### src/rtl/fermat_inverse_mod_p.sv
// Sequential modular inverse over GF(P): a^(P-2) mod P by right-to-left square-and-multiply,
// one exponent bit per cycle, with Barrett-reduced products and a start/done handshake.
module fermat_inverse_mod_p #(
  parameter int P = 17,
  parameter int W = 5
) (
  input  logic         clk,
  input  logic         rst,
  input  logic         start,
  input  logic [W-1:0] din_a,
  output logic         busy,
  output logic         done,
  output logic         err,
  output logic [W-1:0] dout_r
);

  localparam int E     = P - 2;
  localparam int EBITS = $clog2(P - 1);
  localparam int TW    = 2 * W;
  localparam int PW    = 3 * W + 1;

  localparam logic [PW-1:0]    MU_V   = PW'((4 ** W) / P);
  localparam logic [TW-1:0]    P_T    = TW'(P);
  localparam logic [W-1:0]     P_W    = W'(P);
  localparam logic [EBITS-1:0] E_V    = EBITS'(E);
  localparam logic [EBITS-1:0] LAST_I = EBITS'(EBITS - 1);

  typedef enum logic [1:0] {IDLE, RUN, DONE} state_e;

  // Barrett product: q underestimates t/P by at most one, so a single correction suffices.
  function automatic logic [W-1:0] modmul(input logic [W-1:0] x, input logic [W-1:0] y);
    logic [TW-1:0] t;
    logic [PW-1:0] qt;
    logic [TW-1:0] q;
    logic [TW-1:0] r;
    t  = TW'(x) * TW'(y);
    qt = PW'(t) * MU_V;
    q  = TW'(qt >> TW);
    r  = t - q * P_T;
    if (r >= P_T) r = r - P_T;
    return r[W-1:0];
  endfunction

  state_e            state_q, state_d;
  logic [W-1:0]      res_q, res_d;
  logic [W-1:0]      base_q, base_d;
  logic [EBITS-1:0]  cnt_q, cnt_d;
  logic              err_q, err_d;
  logic [W-1:0]      dout_q, dout_d;

  logic [W-1:0]      a_red;
  logic [W-1:0]      mm_res;
  logic [W-1:0]      mm_base;
  logic              e_bit;
  logic [W-1:0]      res_next;

  // 2^W - 1 < 2P, so one conditional subtraction fully reduces the operand.
  assign a_red    = (din_a >= P_W) ? (din_a - P_W) : din_a;
  assign mm_res   = modmul(res_q, base_q);
  assign mm_base  = modmul(base_q, base_q);
  assign e_bit    = |(E_V & (EBITS'(1) << cnt_q));
  assign res_next = e_bit ? mm_res : res_q;

  always_comb begin
    state_d = state_q;
    res_d   = res_q;
    base_d  = base_q;
    cnt_d   = cnt_q;
    err_d   = err_q;
    dout_d  = dout_q;
    unique case (state_q)
      IDLE: begin
        if (start) begin
          res_d   = W'(1);
          base_d  = a_red;
          cnt_d   = '0;
          err_d   = (a_red == '0);
          state_d = RUN;
        end
      end
      RUN: begin
        res_d  = res_next;
        base_d = mm_base;
        cnt_d  = cnt_q + EBITS'(1);
        if (cnt_q == LAST_I) begin
          dout_d  = err_q ? '0 : res_next;
          state_d = DONE;
        end
      end
      DONE: begin
        state_d = IDLE;
      end
      default: begin
        state_d = IDLE;
      end
    endcase
  end

  always_ff @(posedge clk) begin
    if (rst) begin
      state_q <= IDLE;
      res_q   <= '0;
      base_q  <= '0;
      cnt_q   <= '0;
      err_q   <= 1'b0;
      dout_q  <= '0;
    end else begin
      state_q <= state_d;
      res_q   <= res_d;
      base_q  <= base_d;
      cnt_q   <= cnt_d;
      err_q   <= err_d;
      dout_q  <= dout_d;
    end
  end

  assign busy   = (state_q != IDLE);
  assign done   = (state_q == DONE);
  assign err    = err_q;
  assign dout_r = dout_q;

endmodule
### config.mk
export PLATFORM = sky130hd
export DESIGN_NAME = fermat_inverse_mod_p
export DESIGN_NICKNAME = d
export VERILOG_FILES = /design/src/rtl/fermat_inverse_mod_p.sv
export SDC_FILE = /design/constraint.sdc
export NUM_CORES = 1
export LEC_CHECK = 0
export CAP_MARGIN = 15
export CORE_ASPECT_RATIO = 1.5
export CORE_MARGIN = 3
export CORE_UTILIZATION = 65
export CTS_CLUSTER_DIAMETER = 100
export CTS_CLUSTER_SIZE = 24
export DETAILED_ROUTE_END_ITERATION = 10
export GPL_TIMING_DRIVEN = 0
export PLACE_DENSITY = 0.83
export SETUP_SLACK_MARGIN = 0.02
export SYNTH_ARGS = -nofsm -noshare
export SYNTH_HDL_FRONTEND = slang
export SYNTH_SLANG_ARGS = --single-unit
### constraint.sdc
create_clock -name clk -period 28.8 [get_ports clk]
set_input_delay 2.88 -clock clk [delete_from_list [all_inputs] [get_ports clk]]
set_output_delay 2.88 -clock clk [all_outputs]
set_load 0.1 [all_outputs]
Word level (Yosys, flattened, before mapping):

Index checks and enable logic that the tools add are counted.

* add/sub/neg operators: 6
* $mul: 6
* reduce and logical (&&, ||, !) cells: 9
* multiplexer cells: 14
* shift operators: 1
* eq/ne operators: 5
* $lt $le $gt $ge: 3

Operators by type and width (count)
* $mux 5: 7
* $mul 10x4->14 const B: 2
* $ge 10x5->1 const B: 2
* $mul 5x5->10: 2
* $mul 6x5->10 const B: 2
* $pmux 5 s2: 2
* $sub 10x10->10: 2
* $sub 5x5->5 const B: 3
* $pmux 4 s2: 1
* $reduce_and 2->1: 4
* $ge 5x5->1 const B: 1
* $logic_not 5->1: 1
* $add 4x1->4 const B: 1
* $eq 4x2->1 const B: 1
* $mux 2: 2
* $mux 4: 1
* $ne 2x2->1 const B: 2
* $pmux 2 s2: 1
* $reduce_bool 2->1: 2
* $reduce_or 4->1: 1
* $shl 1x4->4 const A: 1
* $eq 2x1->1 const B: 1
* $eq 2x2->1 const B: 1
* $logic_not 2->1: 1

* input bits: 8
* register bits: 22
* output and inout bits: 8
* logic and storage cells: 50

Depth between registers and ports, before layout:

Gate-level depths: netlist of the first run.

* depth after elaboration: 8
* gate-level depth with buffers: 41

Least setup slack after synthesis of the first run:

OpenSTA, ideal clock, no wires.

* path type: flip-flop to flip-flop
* start point: reg base_q[4]
* end point: reg res_q[0]
* cell stages (with the launch flop): 39
* arrival time: 9.171 ns
* required time: 28.714 ns
* path slack: 19.544 ns
* setup time: 0.086 ns
* cells stage by stage: dfxtp_1 > clkbuf_1 > nand2_1 > fa_1 > fa_1 > fa_1 > inv_1 > ha_1 > nor2b_1 > o21ai_0 > a21boi_0 > nor2_1 > inv_1 > xnor2_1 > xnor2_1 > ha_1 > xor2_1 > ha_1 > (+3 left out) > o21ai_2 > a21o_2 > xnor2_1 > ha_1 > ha_1 > fa_1 > inv_1 > ha_1 > a21o_1 > a21oi_1 > o21ai_0 > a21oi_1 > o21ai_0 > xnor3_1 > or4_1 > buf_2 > xnor2_1 > a211oi_1

* word-level cells in the longest chain between the ends: 8
* elaborated cells on any way between the ends: 9
* those cells by class: add/sub (2); mul (3); order compare (1); mux (3)

RTL lines
* start, declared: line 46 `logic [W-1:0] base_q, base_d;`
* start signal, assigned: line 110 `base_q <= base_d;`
* $mul 5x5->10 (*): line 36 `t = TW'(x) * TW'(y);`
* $mul 10x4->14: line 37 `qt = PW'(t) * MU_V;`
* $mul 6x5->10: line 39 `r = t - q * P_T;`
* $sub 10x10->10 (*): line 39
* $ge 10x5->1 or $sub 5x5->5 (tied branches): line 40 `if (r >= P_T) r = r - P_T;`
* $mux 5 (*): line 40
* $mux 5 (*): line 62 `assign res_next = e_bit ? mm_res : res_q;`
* $pmux 5 s2 (*): line 71 `unique case (state_q)`
* end signal, assigned: line 109 `res_q <= res_d;`
* end, declared: line 45 `logic [W-1:0] res_q, res_d;`

Every way passes the cells marked *; elsewhere a longest branch is shown, timed or not.
A chain may end at the register's enable or synchronous reset.

Worst setup path after layout of the first run:

* start point: reg base_q[3]
* end point: reg res_q[0]

Same word-level chain as after synthesis.

==> flow_summary.json, run 1 <==
{
  "hold_buffers": 0,
  "cts_buffers": 3,
  "antenna_found_initial": 0,
  "cp_top_family": "adder cells",
  "die_w_um": 82.3,
  "critPathLaunchType": "flip-flop",
  "finalSetupTns_ps": 0,
  "async_reset_ff_frac": 0,
  "cts_sinks": 22,
  "worst_slew_pin_slew_ps": 979,
  "htreeDepth": 1,
  "hold_viol": 0,
  "wl_um": 12000,
  "grt_max_degree": 12,
  "synthAdderAreaFrac": 0.376,
  "start_util": 0.670,
  "cpPeakStageDelay_ps": 540,
  "min_from": "dout_r[1]$_SDFFE_PP0P_",
  "setup_viol": 0,
  "final_area_um2": 6030,
  "vias": 4812,
  "rr_startpoint": "base_q[3]$_SDFFE_PP0P_",
  "gr-usage-all-layers": 0.257,
  "ctsResizeCount": 0,
  "io_buffers": 15,
  "finalCritPeriodShare": 0.368,
  "synth_compound_area_frac": 0.184,
  "num_antenna_cells": 0,
  "path_class": "reg2reg",
  "synth_top_family_by_area": "adder cells",
  "rsz0062_at_grt": "no",
  "stdcell_count": 815,
  "synth_cell_types": 71,
  "placed_area_um2": 5950,
  "dr.pass1.iters": 4,
  "dieArea_um2": 9900,
  "post-cts-setup-buffers": 0,
  "antenna_left": 0,
  "clk_path_buf_depth": 2,
  "global_route.usage.met1": 0.273,
  "root_buffer": "clkbuf_16",
  "routabilityCongestion": 0.877,
  "synth_top_area_cell": "ha_1",
  "grt_busiest_layer": "met2",
  "drc": 0,
  "nNetsFinal": 865,
  "grt_pass1_vias": 5036,
  "ys_seq_area_frac": 0.0777,
  "wl_per_cell_um": 14.7,
  "syn_area_um2": 5670,
  "yosys_warnings": 0,
  "die_y_um": 120,
  "yosys.area_share.xor_xnor": 0.0914,
  "overflow": 0,
  "yosys-top-cells-count": "ha_1 (109), inv_1 (104), nand2_1 (44)",
  "synth_area_leaders": "ha_1 (24%), fa_1 (13%), dfxtp_1 (7.8%), inv_1 (6.9%), xnor2_1 (4.8%)",
  "hp-class": "reg2reg",
  "worst_ep_arrival_time_ps": 10710,
  "layout-drive-gt1-share": 0.0353,
  "min_period_ps": 10610,
  "gr-usage-met2": 0.511,
  "met3_usage": 0.0171,
  "drt_iter0_drc": 195,
  "dp_hpwl_um": 10300,
  "syn_area_per_cell_um2": 8.22,
  "ys_ff_latch": 22,
  "synthMuxAreaShare": 0.0126,
  "std_cell_rows": 41,
  "cp.required_ps": 28900,
  "tritoncts": "built",
  "clock_latency_ps": 250,
  "worst-path-max-fanout": 10,
  "nFillCells": 686,
  "ioPinCount": 16,
  "synth-simple-area-share": 0.176,
  "place_inst": 812,
  "synth_top_area_share": 0.241,
  "syn_to_final_growth_pct": 6.33,
  "final-max-slew-violation-count": 0,
  "synth_edf_count": 0,
  "path_buf_inv": 5,
  "syn_inst": 690,
  "cp_common_cell": "ha_1",
  "setup.worst_path.end_class": "flip-flop",
  "syn_nets": 845,
  "startpoint": "base_q[3]$_SDFFE_PP0P_",
  "outcome": "complete, no violations",
  "crit_slowest_cell": "fa_1",
  "grt_pass1_wl_um": 21100,
  "synth_flop_cell": "dfxtp_1",
  "viasPerCell": 5.90,
  "synth.most_common_cell": "ha_1",
  "max_freq_mhz": 94.3,
  "slew_headroom": 0.345,
  "cap_violations": 0,
  "clock-skew-final_ps": 2.09,
  "coreArea_um2": 8460,
  "path_clk_slew_ps": 60
}
[registers in the layout (all words and copies together), names as in the netlist]
signal and flops:
state_q 2, err 1, res_q 5, dout_r 5
base_q 5, cnt_q 4
[final timing paths]
path,cells after the start,to,slack (ps)
max,38,res_q[0]$_SDFFE_PP0P_,18190
min reg2reg,2,dout_r[1]$_SDFFE_PP0P_,470
min,2,dout_r[1]$_SDFFE_PP0P_,470
max reg2reg,38,res_q[0]$_SDFFE_PP0P_,18190
[cells by family after synthesis]
| family | after synthesis |
|---|---|
| DFF | 22 |
| adders and majority gates | 148 |
| buffers and inverters | 120 |
| xor gates and xnor gates | 51 |
| other | 1 |
| and+or+nand+nor | 196 |
| muxes | 7 |
| AOI/OAI and AO/OA | 145 |
[per-stage QoR]
stage                     hold WS [ps]  setup slack, ps  utilization
after floorplan                    465            19540            -
after global placement             446            18590        0.703
after detailed placement           452            18320        0.703
after CTS                          467            18250        0.712
after global routing               500            17540        0.712
final                              470            18190        0.712
[layout by cell type (no fill, tap or decap), types with 6 or more instances in the layout]
cell,instances
ha_1,109
inv_1,104
nand2_1,44
fa_1,38
nor2_1,36
a21oi_1,34
xnor2_1,31
and2_1,30
dfxtp_1,22
nand3_1,20
o21ai_0,18
a21o_1,16
nor3_1,15
clkdlybuf4s50_1,15
nor2b_1,14
xor2_1,13
nand2b_1,10
clkbuf_1,9
a211oi_1,9
o21a_1,8
mux2i_1,6
o211ai_1,6
[cell type report]
class / count / area, um2 / share of cell area
Sequential cell: 22 / 440 / 0.0730
Timing Repair Buffer: 15 / 150 / 0.0249
Clock buffer: 3 / 75.1 / 0.0125
Inverter: 104 / 390 / 0.0647
Buffer: 16 / 71.3 / 0.0118
Tap cell: 107 / 134 / 0.0222
Multi-Input combinational cell: 548 / 4770 / 0.791
[layer usage]
layer  part of all wire  wire [um]
met5                  0          0
met4              0.025        301
met3              0.013        158
met2               0.58       6880
met1               0.39       4620
[tightest hold or removal path, delay by kind of cell (launching register included)]
family	cells	cell delay [ps]
AO/OA/AOI/OAI	1	60
flip-flops	1	330
AND/OR/NAND/NOR	1	50
Power of run 1 is left out: the tool's default activity adds up to more than one toggle a clock period on the data nets, which glitch-free logic cannot reach.
==> inputs of run 2 (changes only) <==
CORE_UTILIZATION = 59   (was 65)
PLACE_DENSITY = 0.8   (was 0.83)
clock period = 9.4 ns   (was 28.8 ns; I/O delays follow)
==> run 2 against run 1 <==
Against the previous run: critical endpoint is now res_q[1]$_SDFFE_PP0P_; clock skew up 1.2 ps; core utilization down 2.2 points; first-iteration DRC count down 40%; sequential share of layout area down 0.38 points; critical path depth down 1; final cell count up 2.5%; design area up 6.6%; non-clock buffer count up 14; count of clock-buffer cells in the layout up 1; via count up 2.4%; flip-flop and latch count unchanged.
==> flow_summary.json, run 2 (synthesis results as in run 1) <==
{
  "drt_iter0_drc": 117,
  "path_buf_inv": 7,
  "hold_buffers": 0,
  "layout-drive-gt1-share": 0.115,
  "cpPeakStageDelay_ps": 550,
  "worst_ep_arrival_time_ps": 9210,
  "cp.required_ps": 9570,
  "antenna_found_initial": 0,
  "cp_common_cell": "fa_1",
  "dp_hpwl_um": 10300,
  "mostFrequentLayoutCells": "ha_1 (103), inv_1 (101), nand2_1 (43)",
  "wl_per_cell_um": 15.1,
  "overflow": 0,
  "grt_pass1_wl_um": 22100,
  "root_buffer": "clkbuf_16",
  "io_buffers": 15,
  "viasPerCell": 5.90,
  "min_period_ps": 9040,
  "coreArea_um2": 9310,
  "vias": 4929,
  "final_common_cell": "ha_1",
  "start_util": 0.609,
  "antenna_left": 0,
  "die_y_um": 126,
  "dr.pass1.iters": 5,
  "path_clk_slew_ps": 60,
  "syn_to_final_growth_pct": 13.4,
  "slew_headroom": 0.352,
  "dieArea_um2": 10800,
  "std_cell_rows": 43,
  "gr-usage-all-layers": 0.239,
  "worst-path-max-fanout": 10,
  "cap_violations": 0,
  "path_class": "reg2reg",
  "clock-skew-final_ps": 3.26,
  "nNetsFinal": 879,
  "cts_buffers": 3,
  "hp-class": "reg2reg",
  "rsz0062_at_grt": "no",
  "cts_sinks": 22,
  "num_antenna_cells": 0,
  "worst_slew_pin_slew_ps": 969,
  "finalCritPeriodShare": 0.961,
  "outcome": "complete, no violations",
  "setup.worst_path.end_class": "flip-flop",
  "place_ws_ps": -1070,
  "htreeDepth": 1,
  "ioPinCount": 16,
  "routabilityCongestion": 0.852,
  "crit_slowest_cell": "fa_1",
  "final-max-slew-violation-count": 0,
  "die_w_um": 86.0,
  "nFillCells": 725,
  "grt_max_degree": 20,
  "grt_pass1_vias": 5216,
  "clk_path_buf_depth": 2,
  "setup_ws_ps": 363,
  "cp_top_family": "adder cells",
  "hold_viol": 0,
  "max_freq_mhz": 111,
  "setup_viol": 0,
  "wl_um": 12600,
  "drc": 0,
  "tritoncts": "built",
  "clock_latency_ps": 250,
  "critPathLaunchType": "flip-flop"
}
run 2: cell count changes in the layout (fill, tap and decap cells not counted), moves of 5 or more:
cell     previous run  this run
buf_4               0        17
xnor2_1            31        24
xnor2_2             1         8
ha_1              109       103
ha_4                0         5
run 2: what timing repair did:
item / in CTS / in global routing
gates resized for setup: 31 / 29
setup buffers: 7 / 8
pin swaps: 10 / 9
setup endpoints to repair: 15 / 15
run 2: worst paths after layout:
kind | start | end | slack [ps] | cells after the start
max | base_q[4]$_SDFFE_PP0P_ | res_q[1]$_SDFFE_PP0P_ | 360 | 37
min | dout_r[0]$_SDFFE_PP0P_ | dout_r[0]$_SDFFE_PP0P_ | 460 | 2
max reg2reg | base_q[4]$_SDFFE_PP0P_ | res_q[1]$_SDFFE_PP0P_ | 360 | 37
min reg2reg | dout_r[0]$_SDFFE_PP0P_ | dout_r[0]$_SDFFE_PP0P_ | 460 | 2
run 2: metrics by stage:
stage          hold slack [ps]  setup TNS (ps)  instance area, um2  utilization  cells
2_1_floorplan              465               0                5670            -    690
3_3_place_gp               444           -8520                5960        0.640    817
3_5_place_dp               458          -12280                5960        0.640    817
4_1_cts                    472               0                6220        0.669    827
5_1_grt                    497               0                6430        0.691    835
6_report                   465               0                6430        0.691    835
run 2: layout make-up:
| class | instances | area [um2] | area share |
|---|---|---|---|
| Sequential cell | 22 | 445 | 0.0693 |
| Clock buffer | 4 | 88.8 | 0.0138 |
| Multi-Input combinational cell | 548 | 5010 | 0.779 |
| Timing Repair Buffer | 30 | 263 | 0.0409 |
| Buffer | 15 | 92.6 | 0.0144 |
| Tap cell | 112 | 140 | 0.0218 |
| Inverter | 104 | 390 | 0.0607 |
run 2: metal layers:
layer	share of wire	global-route usage	vias up	wire [um]
met5	0	0	-	0
met4	0.027	0.0801	0	347
met3	0.018	0.0170	33	222
met1	0.38	0.249	2381	4800
li1	-	-	2439	-
met2	0.57	0.482	76	7260
run 2: worst min-delay path: stages, from the launching register on:
cell and delay [ps]:
dfxtp_1 330, nand2_1 50, o21ai_0 60
Power of run 2 is left out for the same reason.
